==> src/rtl/pipeline_pkg.sv <==
// rtl/pipeline_pkg.sv - shared pipeline constants, fetch FSM state type and field helpers
// Purpose: definitions shared by the fetch front end and the hazard unit.
// Contents: NOP_INSN, RESET_PC_DEFAULT, JAL/JALR opcodes, fetch_state_t,
//           rs1/rs2 field extractors.
package pipeline_pkg;

    localparam logic [31:0] NOP_INSN         = 32'h0000_0013;
    localparam logic [31:0] RESET_PC_DEFAULT = 32'h0100_0000;

    localparam logic [6:0] OPC_JAL  = 7'b1101111;
    localparam logic [6:0] OPC_JALR = 7'b1100111;

    typedef enum logic [1:0] {
        ST_BOOT = 2'd0,
        ST_RUN  = 2'd1,
        ST_HOLD = 2'd2
    } fetch_state_t;

    function automatic logic [4:0] insn_rs1(input logic [31:0] insn);
        return insn[19:15];
    endfunction

    function automatic logic [4:0] insn_rs2(input logic [31:0] insn);
        return insn[24:20];
    endfunction

endpackage

==> src/rtl/fetch_skid_buf.sv <==
// rtl/fetch_skid_buf.sv - single-entry {pc, insn} skid register for the fetch stage
// Purpose: parks the instruction returned by memory while decode is stalled.
// Ports: clk, reset (sync, active-high), load/clear controls (clear wins),
//        in_pc/in_insn capture data, valid/pc/insn held contents.
module fetch_skid_buf
    import pipeline_pkg::*;
#(
    parameter int AWIDTH = 32,
    parameter int DWIDTH = 32
) (
    input  logic              clk,
    input  logic              reset,
    input  logic              load,
    input  logic              clear,
    input  logic [AWIDTH-1:0] in_pc,
    input  logic [DWIDTH-1:0] in_insn,
    output logic              valid,
    output logic [AWIDTH-1:0] pc,
    output logic [DWIDTH-1:0] insn
);

    logic              valid_q, valid_d;
    logic [AWIDTH-1:0] pc_q, pc_d;
    logic [DWIDTH-1:0] insn_q, insn_d;

    always_comb begin
        valid_d = valid_q;
        pc_d    = pc_q;
        insn_d  = insn_q;
        if (clear) begin
            valid_d = 1'b0;
        end else if (load) begin
            valid_d = 1'b1;
            pc_d    = in_pc;
            insn_d  = in_insn;
        end
    end

    always_ff @(posedge clk) begin
        if (reset) begin
            valid_q <= 1'b0;
            pc_q    <= '0;
            insn_q  <= DWIDTH'(NOP_INSN);
        end else begin
            valid_q <= valid_d;
            pc_q    <= pc_d;
            insn_q  <= insn_d;
        end
    end

    assign valid = valid_q;
    assign pc    = pc_q;
    assign insn  = insn_q;

endmodule

==> src/rtl/fetch_ifid_ctrl.sv <==
// rtl/fetch_ifid_ctrl.sv - instruction fetch PC/request generator and IF/ID pipeline register
// Purpose: drives the instruction-memory request, absorbs the 1-cycle memory
//          latency across stalls with a skid register, kills wrong-path
//          fetches on redirect, and presents the decode-stage instruction.
// Ports: clk, reset (sync, active-high); stall_if/ifid_wren/ifid_flush/redirect_pc
//        from the hazard unit; imem_req_*/imem_rsp_* memory interface;
//        f_pc, d_valid/d_pc/d_insn/d_rs1/d_rs2 decode outputs; fetch_err sticky
//        missing-response flag; perf_stall_cnt/perf_flush_cnt.
// Config: FETCH_PERF_CNT_EN enables the two perf counters (tied to 0 otherwise).
module fetch_ifid_ctrl
    import pipeline_pkg::*;
#(
    parameter int                AWIDTH   = 32,
    parameter int                DWIDTH   = 32,
    parameter logic [AWIDTH-1:0] RESET_PC = AWIDTH'(RESET_PC_DEFAULT)
) (
    input  logic              clk,
    input  logic              reset,
    input  logic              stall_if,
    input  logic              ifid_wren,
    input  logic              ifid_flush,
    input  logic [AWIDTH-1:0] redirect_pc,
    output logic              imem_req_valid,
    output logic [AWIDTH-1:0] imem_req_addr,
    input  logic              imem_rsp_valid,
    input  logic [DWIDTH-1:0] imem_rsp_data,
    output logic [AWIDTH-1:0] f_pc,
    output logic              d_valid,
    output logic [AWIDTH-1:0] d_pc,
    output logic [DWIDTH-1:0] d_insn,
    output logic [4:0]        d_rs1,
    output logic [4:0]        d_rs2,
    output logic              fetch_err,
    output logic [31:0]       perf_stall_cnt,
    output logic [31:0]       perf_flush_cnt
);

    fetch_state_t      state_q, state_d;
    logic [AWIDTH-1:0] f_pc_q, f_pc_d;
    logic              rsp_pending_q, rsp_pending_d;
    logic [AWIDTH-1:0] req_pc_q, req_pc_d;
    logic              d_valid_q, d_valid_d;
    logic [AWIDTH-1:0] d_pc_q, d_pc_d;
    logic [DWIDTH-1:0] d_insn_q, d_insn_d;
    logic              fetch_err_q, fetch_err_d;

    logic              req_valid;
    logic              rsp_ok;
    logic              rsp_missing;
    logic              skid_load, skid_clear;
    logic              skid_valid;
    logic [AWIDTH-1:0] skid_pc;
    logic [DWIDTH-1:0] skid_insn;

    assign req_valid   = ~reset & ~stall_if & ~ifid_flush;
    assign rsp_ok      = rsp_pending_q & imem_rsp_valid;
    assign rsp_missing = rsp_pending_q & ~imem_rsp_valid;

    fetch_skid_buf #(
        .AWIDTH (AWIDTH),
        .DWIDTH (DWIDTH)
    ) u_skid (
        .clk     (clk),
        .reset   (reset),
        .load    (skid_load),
        .clear   (skid_clear),
        .in_pc   (req_pc_q),
        .in_insn (imem_rsp_data),
        .valid   (skid_valid),
        .pc      (skid_pc),
        .insn    (skid_insn)
    );

    always_ff @(posedge clk) begin
        if (reset) begin
            state_q <= ST_BOOT;
        end else begin
            state_q <= state_d;
        end
    end

    always_comb begin
        state_d       = state_q;
        f_pc_d        = f_pc_q;
        rsp_pending_d = req_valid;
        req_pc_d      = req_pc_q;
        d_valid_d     = d_valid_q;
        d_pc_d        = d_pc_q;
        d_insn_d      = d_insn_q;
        fetch_err_d   = fetch_err_q | rsp_missing;
        skid_load     = 1'b0;
        skid_clear    = 1'b0;

        if (req_valid) begin
            f_pc_d   = f_pc_q + AWIDTH'(4);
            req_pc_d = f_pc_q;
        end

        if (ifid_flush) begin
            // Redirect: kill IF/ID, the skid and whatever response lands now.
            d_valid_d  = 1'b0;
            d_pc_d     = '0;
            d_insn_d   = DWIDTH'(NOP_INSN);
            skid_clear = 1'b1;
            f_pc_d     = redirect_pc & ~AWIDTH'(3);
            state_d    = ST_RUN;
        end else begin
            unique case (state_q)
                ST_BOOT: begin
                    d_valid_d = 1'b0;
                    d_pc_d    = '0;
                    d_insn_d  = DWIDTH'(NOP_INSN);
                    state_d   = ST_RUN;
                end
                ST_RUN: begin
                    if (ifid_wren) begin
                        if (rsp_ok) begin
                            d_valid_d = 1'b1;
                            d_pc_d    = req_pc_q;
                            d_insn_d  = imem_rsp_data;
                        end else begin
                            d_valid_d = 1'b0;
                            d_pc_d    = '0;
                            d_insn_d  = DWIDTH'(NOP_INSN);
                        end
                    end else if (stall_if && rsp_ok) begin
                        // Decode is frozen but memory already answered: park it.
                        skid_load = 1'b1;
                        state_d   = ST_HOLD;
                    end
                end
                ST_HOLD: begin
                    if (!stall_if) begin
                        // Skid drains into IF/ID while the held f_pc is requested,
                        // so the next sequential instruction follows with no gap.
                        d_valid_d  = skid_valid;
                        d_pc_d     = skid_pc;
                        d_insn_d   = skid_insn;
                        skid_clear = 1'b1;
                        state_d    = ST_RUN;
                    end
                end
                default: begin
                    state_d = ST_RUN;
                end
            endcase
        end
    end

    always_ff @(posedge clk) begin
        if (reset) begin
            f_pc_q        <= RESET_PC;
            rsp_pending_q <= 1'b0;
            req_pc_q      <= '0;
            d_valid_q     <= 1'b0;
            d_pc_q        <= '0;
            d_insn_q      <= DWIDTH'(NOP_INSN);
            fetch_err_q   <= 1'b0;
        end else begin
            f_pc_q        <= f_pc_d;
            rsp_pending_q <= rsp_pending_d;
            req_pc_q      <= req_pc_d;
            d_valid_q     <= d_valid_d;
            d_pc_q        <= d_pc_d;
            d_insn_q      <= d_insn_d;
            fetch_err_q   <= fetch_err_d;
        end
    end

`ifdef FETCH_PERF_CNT_EN
    logic [31:0] perf_stall_cnt_q, perf_stall_cnt_d;
    logic [31:0] perf_flush_cnt_q, perf_flush_cnt_d;

    always_comb begin
        perf_stall_cnt_d = perf_stall_cnt_q + {31'b0, stall_if & ~ifid_flush};
        perf_flush_cnt_d = perf_flush_cnt_q + {31'b0, ifid_flush};
    end

    always_ff @(posedge clk) begin
        if (reset) begin
            perf_stall_cnt_q <= '0;
            perf_flush_cnt_q <= '0;
        end else begin
            perf_stall_cnt_q <= perf_stall_cnt_d;
            perf_flush_cnt_q <= perf_flush_cnt_d;
        end
    end

    assign perf_stall_cnt = perf_stall_cnt_q;
    assign perf_flush_cnt = perf_flush_cnt_q;
`else
    assign perf_stall_cnt = '0;
    assign perf_flush_cnt = '0;
`endif

    assign imem_req_valid = req_valid;
    assign imem_req_addr  = f_pc_q;
    assign f_pc           = f_pc_q;
    assign d_valid        = d_valid_q;
    assign d_pc           = d_pc_q;
    assign d_insn         = d_insn_q;
    assign d_rs1          = d_valid_q ? insn_rs1(32'(d_insn_q)) : 5'd0;
    assign d_rs2          = d_valid_q ? insn_rs2(32'(d_insn_q)) : 5'd0;
    assign fetch_err      = fetch_err_q;

endmodule

==> config.mk <==
export PLATFORM = sky130hd
export DESIGN_NAME = fetch_ifid_ctrl
export DESIGN_NICKNAME = d
export VERILOG_FILES = /design/src/rtl/pipeline_pkg.sv /design/src/rtl/fetch_skid_buf.sv /design/src/rtl/fetch_ifid_ctrl.sv
export SDC_FILE = /design/constraint.sdc
export NUM_CORES = 1
export LEC_CHECK = 0
export CAP_MARGIN = 20
export CORE_MARGIN = 5
export CORE_UTILIZATION = 35
export DETAILED_ROUTE_END_ITERATION = 12
export GPL_TIMING_DRIVEN = 0
export MAX_ROUTING_LAYER = met4
export SYNTH_ARGS = -nofsm -noshare
export SYNTH_HDL_FRONTEND = slang
export SYNTH_SLANG_ARGS = --single-unit
==> constraint.sdc <==
create_clock -name clk -period 2.9 [get_ports clk]
set_input_delay 0.58 -clock clk [delete_from_list [all_inputs] [get_ports clk]]
set_output_delay 0.58 -clock clk [all_outputs]
set_load 0.005 [all_outputs]
* Word-level counts from Yosys, hierarchy flattened
Index checks and enable logic that the tools add are counted.
Word-level totals: bits in registers 198, latch bits 0, bits in writable memories 0, bits in read-only memories 0, input port bits 70, output and inout bits 205, word-level logic and storage cells 71, memories 0
Operators by class: $add $sub $neg 1, multipliers 0, divide/modulo/power cells 0, magnitude comparators 0, equality and inequality tests 9, shifts and indexed selects 0, muxes and demuxes 28, bitwise logic cells 10, reductions and logical operators 10
Operator list (count):
- $mux W32 | 8
- $pmux W32 S3 | 2
- $add A32 B3 Y32 const B | 1
- $mux W1 | 11
- $mux W5 | 2
- $ne A3 B3 Y1 const B | 3
- $reduce_and A3 Y1 | 3
- $ne A2 B2 Y1 const B | 4
- $mux W2 | 3
- $not A1 Y1 | 5
- $and A1 B1 Y1 | 4
- $pmux W2 S2 | 1
- $reduce_or A2 Y1 | 2
- $pmux W1 S3 | 1
- $reduce_bool A3 Y1 | 1
- $eq A2 B1 Y1 const B | 1
- $eq A2 B2 Y1 const B | 1
- $logic_not A2 Y1 | 1
- $reduce_and A2 Y1 | 1
- $reduce_bool A2 Y1 | 1
- $logic_and A1 B1 Y1 | 1
- $or A1 B1 Y1 | 1

* Depth between registers and ports, before layout
Gate-level depths: netlist of the first run.
depth after elaboration 7, mapped depth 9, gate-level depth less buffers 6

* Hierarchy
Synthesis of the first run repeated with hierarchy kept, for this count alone.
Unflattened totals: cells, all modules 1025, area, all modules 9671.8 µm²
By module, submodules not included:
- fetch_ifid_ctrl | instances 1, cells each 732, area an instance 6466.2 µm², sequential area each 2582.5 µm²
- fetch_skid_buf | instances 1, cells each 293, area an instance 3205.6 µm², sequential area each 1301.2 µm²

* Least setup slack after synthesis of the first run
No wires, ideal clock.
path kind input -> output, from in reset, to out imem_req_valid, data arrival time 1679 ps, required time 2320 ps, setup slack 641 ps, stages 6, path buffers 4, cells stage by stage clkbuf_1 or2_1 clkbuf_1 nor2_1 clkbuf_1 buf_2
On the way: longest elaborated chain between the ends 3
Ends and longest elaborated chain:
- start, declared | RTL line fetch_ifid_ctrl.sv:18 | input logic reset,
- $not A1 Y1 | RTL line fetch_ifid_ctrl.sv:55 | assign req_valid = ~reset & ~stall_if & ~ifid_flush;
- $and A1 B1 Y1 (2 in series) | RTL line fetch_ifid_ctrl.sv:55
- end, declared | RTL line fetch_ifid_ctrl.sv:23 | output logic imem_req_valid,
Every way passes these cells.

* Final worst setup path of the first run
from in ifid_flush, to out imem_req_valid
On the way: longest elaborated chain between the ends 2
Ends and longest elaborated chain:
- start, declared | RTL line fetch_ifid_ctrl.sv:21 | input logic ifid_flush,
- $not A1 Y1 | RTL line fetch_ifid_ctrl.sv:55
- $and A1 B1 Y1 | RTL line fetch_ifid_ctrl.sv:55
Every way passes these cells.

==> flow_summary.yaml, run 1 <==
route:
  wire_per_inst_um: 16.0
  wl_um: 27000
  ant_nets: 0
  vias: 8086
  drt-initial-drc-count: 477
  routed_via_density: 4.78
  drc_errors: 0
  drt_first_pass_iters: 5
die:
  start_util: 0.353
  core_um2: 25000
  ios: 275
  rows: 58
  die-area_um2: 28500
  die_w_um: 169
  die_y_um: 169
place:
  hpwl_um: 20400
  pre_cts_ws_ns: -0.600
  gp_congestion: 0.886
  io_buffers: 200
  place_inst: 1663
clock_tree:
  ctsHoldBuffers: 0
  cts_tree: "done"
  clk_pin_slew_ns: 0.06
  numClockSinks: 190
  clock_latency_ns: 0.43
  cts_buffer_depth: 2
  htreeDepth: 4
  cts-root-buf: "clkbuf_16"
  numCtsBuffers: 17
synthesis:
  ys_types: 58
  synth_area_leaders: "dfxtp_1, buf_4, nand2_1"
  synth_edf_count: 0
  ys_ff_latch: 190
  yosys-top-cells-count: "dfxtp_1, nand2_1, buf_4, nor2_1, a21oi_1"
  synthCells: 1063
  syn_avg_cell_area_um2: 8.32
  yosys.cell_count.top_type: "dfxtp_1"
  yosys.area.top_type: "dfxtp_1"
  synth-simple-area-share: 0.202
  ys.warnings.count: 0
  synth_top_area_frac: 0.430
  synthAdderAreaFrac: 0.00566
  synth_flop_cell: "dfxtp_1"
  synth_top_family_by_area: "compound AO/OA/AOI/OAI gates"
  async_flop_share: 0
  muxShareOfSynthArea: 0.00453
  ys_seq_area_frac: 0.430
  synth-compound-area-share: 0.217
  synth_xor_area_frac: 0.0119
  syn_area_um2: 8840
cells_and_area:
  fillerInstances: 2429
  n_antenna_cell: 0
  layout.cells.non_filler: 1690
  regArea_um2: 3800
  fin_nets: 1425
  multiInputGateArea_um2: 4170
  area.growth.synth_to_final_pct: 37.3
  drive_gt1_frac: 0.112
pwr:
  leakage_nw: 4.50
  power_mw: 5.83
  ir_drop_mv: 0.352
  pwr_density_cell_nw_per_um2: 480
timing:
  hold_viol: 0
  slew_headroom: 0.490
  tightest_slew_ns: 0.766
  fin_ws_ns: 0.0670
  clock_skew_ns: 0.0135
  fin_crit_ns: 2.83
  fmax_ghz: 0.353
  period_share: 0.977
  timing.hold.ws_ns: 0.455
  finalSetupTns_ns: 0
  drv_slew: 0
  rsz0062_at_grt: "no"
  setup_viol_count_final: 0
global_routing:
  first_global_vias: 7745
  grt_antenna_before_repair: 0
  grt_max_degree: 20
  overflow: 0
  track_usage: 0.188
  grt_pass1_wl_um: 42100
critical_path:
  crit_arrival_ns: 2.25
  critPathRequiredTime_ns: 2.32
  critPathMaxFanout: 19
  cp_cell_sequence: "clkdlybuf4s50_1 > or2_4 > nor2_2 > clkbuf_8 > clkdlybuf4s50_1"
  startpoint_type: "primary input"
  path_common_cell: "clkdlybuf4s50_1"
  max_stage_delay_ns: 0.53
  r2r-start: "state_q[1]$_SDFFE_PP0P_"
  r2r_cells: 8
  critPathKind: "in2out"
  r2r_slack_ns: 0.42
  endpoint: "imem_req_valid"
  slowest_stage: "clkdlybuf4s50_1"
  r2r-end: "d_insn[2]$_SDFFE_PP0P_"
  endpoint_kind: "primary output"
  crit_path_start: "ifid_flush"
job:
  max-cap-violations: 0
outcome:
  status: "complete, no violations"
hold_path:
  min_path_cells: 2
  hp-class: "reg2reg"
  hold_start: "u_skid.pc[21]$_SDFFE_PP0P_"
-- power breakdown --
part / leakage, nW / internal, mW / switching [mW]
sequential: 1.54 / 2.66 / 0.0831
clock: 0.288 / 1.47 / 0.968
combinational: 2.67 / 0.353 / 0.288
-- flip-flops by register name, indices dropped and copies added (netlist names), 2 cells and up --
register and count:
d_insn 32, u_skid.insn 32, d_pc 30, f_pc 30
req_pc_q 30, u_skid.pc 30, state_q 2
-- critical path: cells and delay by family --
| family | cells | cell delay, ns |
|---|---|---|
| simple gates | 2 | 0.46 |
| buf+inv | 3 | 1.20 |
-- cell usage in the layout (no fill, tap or decap), types with 17 or more instances in the layout --
cell and instances:
a22o_1 59, clkdlybuf4s50_1 200, buf_4 104, clkbuf_16 17
conb_1 70, o21ai_1 20, clkbuf_1 66, dfxtp_1 190
a21oi_1 76, a22oi_1 60, o21ai_0 20, nand2b_1 31
nand2_1 165, nor2_1 94
-- through the flow --
step,area [um2],util
2_1_floorplan,9100,-
3_3_place_gp,11500,0.460
3_5_place_dp,11500,0.460
4_1_cts,12100,0.485
5_1_grt,12100,0.485
6_report,12100,0.485
-- what timing repair did --
item,4_1_cts,5_1_grt
endpoints found under the hold margin,0,0
pin swaps,1,0
resized for setup,4,1
setup buffers,1,0
setup endpoints to repair,1,1
-- layer usage --
| layer | vias up | GRT usage | part of all wire |
|---|---|---|---|
| met5 | - | - | 0 |
| met4 | 0 | 0.0543 | 0.018 |
| met3 | 35 | 0.0430 | 0.066 |
| met2 | 303 | 0.288 | 0.45 |
| met1 | 3645 | 0.249 | 0.47 |
| li1 | 4103 | - | - |
-- worst min-delay path by stage --
stage / to / slack (ns)
floorplan: u_skid.insn[10]$_SDFFE_PP0P_ / 0.44
global placement: u_skid.pc[8]$_SDFFE_PP0P_ / 0.44
detailed placement: u_skid.insn[22]$_SDFFE_PP0P_ / 0.45
CTS: u_skid.insn[22]$_SDFFE_PP0P_ / 0.46
global route: u_skid.pc[20]$_SDFFE_PP0P_ / 0.47
finish: u_skid.pc[21]$_SDFFE_PP0P_ / 0.46
-- cell type report --
type,count,share of cell area
inverters,8,0.00247
clock inverters,6,0.0112
repair buffers,202,0.166
well taps,330,0.0340
multi-input cells,749,0.344
flip-flops and latches,190,0.313
clock buffers,22,0.0382
plain buffers,183,0.0906
-- cells by family (layout without fill, tap and decap cells) --
group                    after synthesis  count (layout)
AO/OA/AOI/OAI                        280             280
buffers and inverters                193             421
XOR/XNOR                              12              12
multiplexers                           4               4
flip-flops                           190             190
adder cells (fa/ha/maj)                4               4
other                                  1              70
AND/OR/NAND/NOR                      379             379
Power figures use the tool's default switching activity.
==> inputs of run 2 (changes only) <==
--- a/config.mk
+++ b/config.mk
@@ -5,7 +5,7 @@
 export SDC_FILE = /design/constraint.sdc
 export NUM_CORES = 1
 export LEC_CHECK = 0
-export CAP_MARGIN = 20
+export CAP_MARGIN = 10
 export CORE_MARGIN = 5
 export CORE_UTILIZATION = 35
 export DETAILED_ROUTE_END_ITERATION = 12
==> results of run 2 <==
The final DEF is identical to that of run 1; final timing and power are the same.
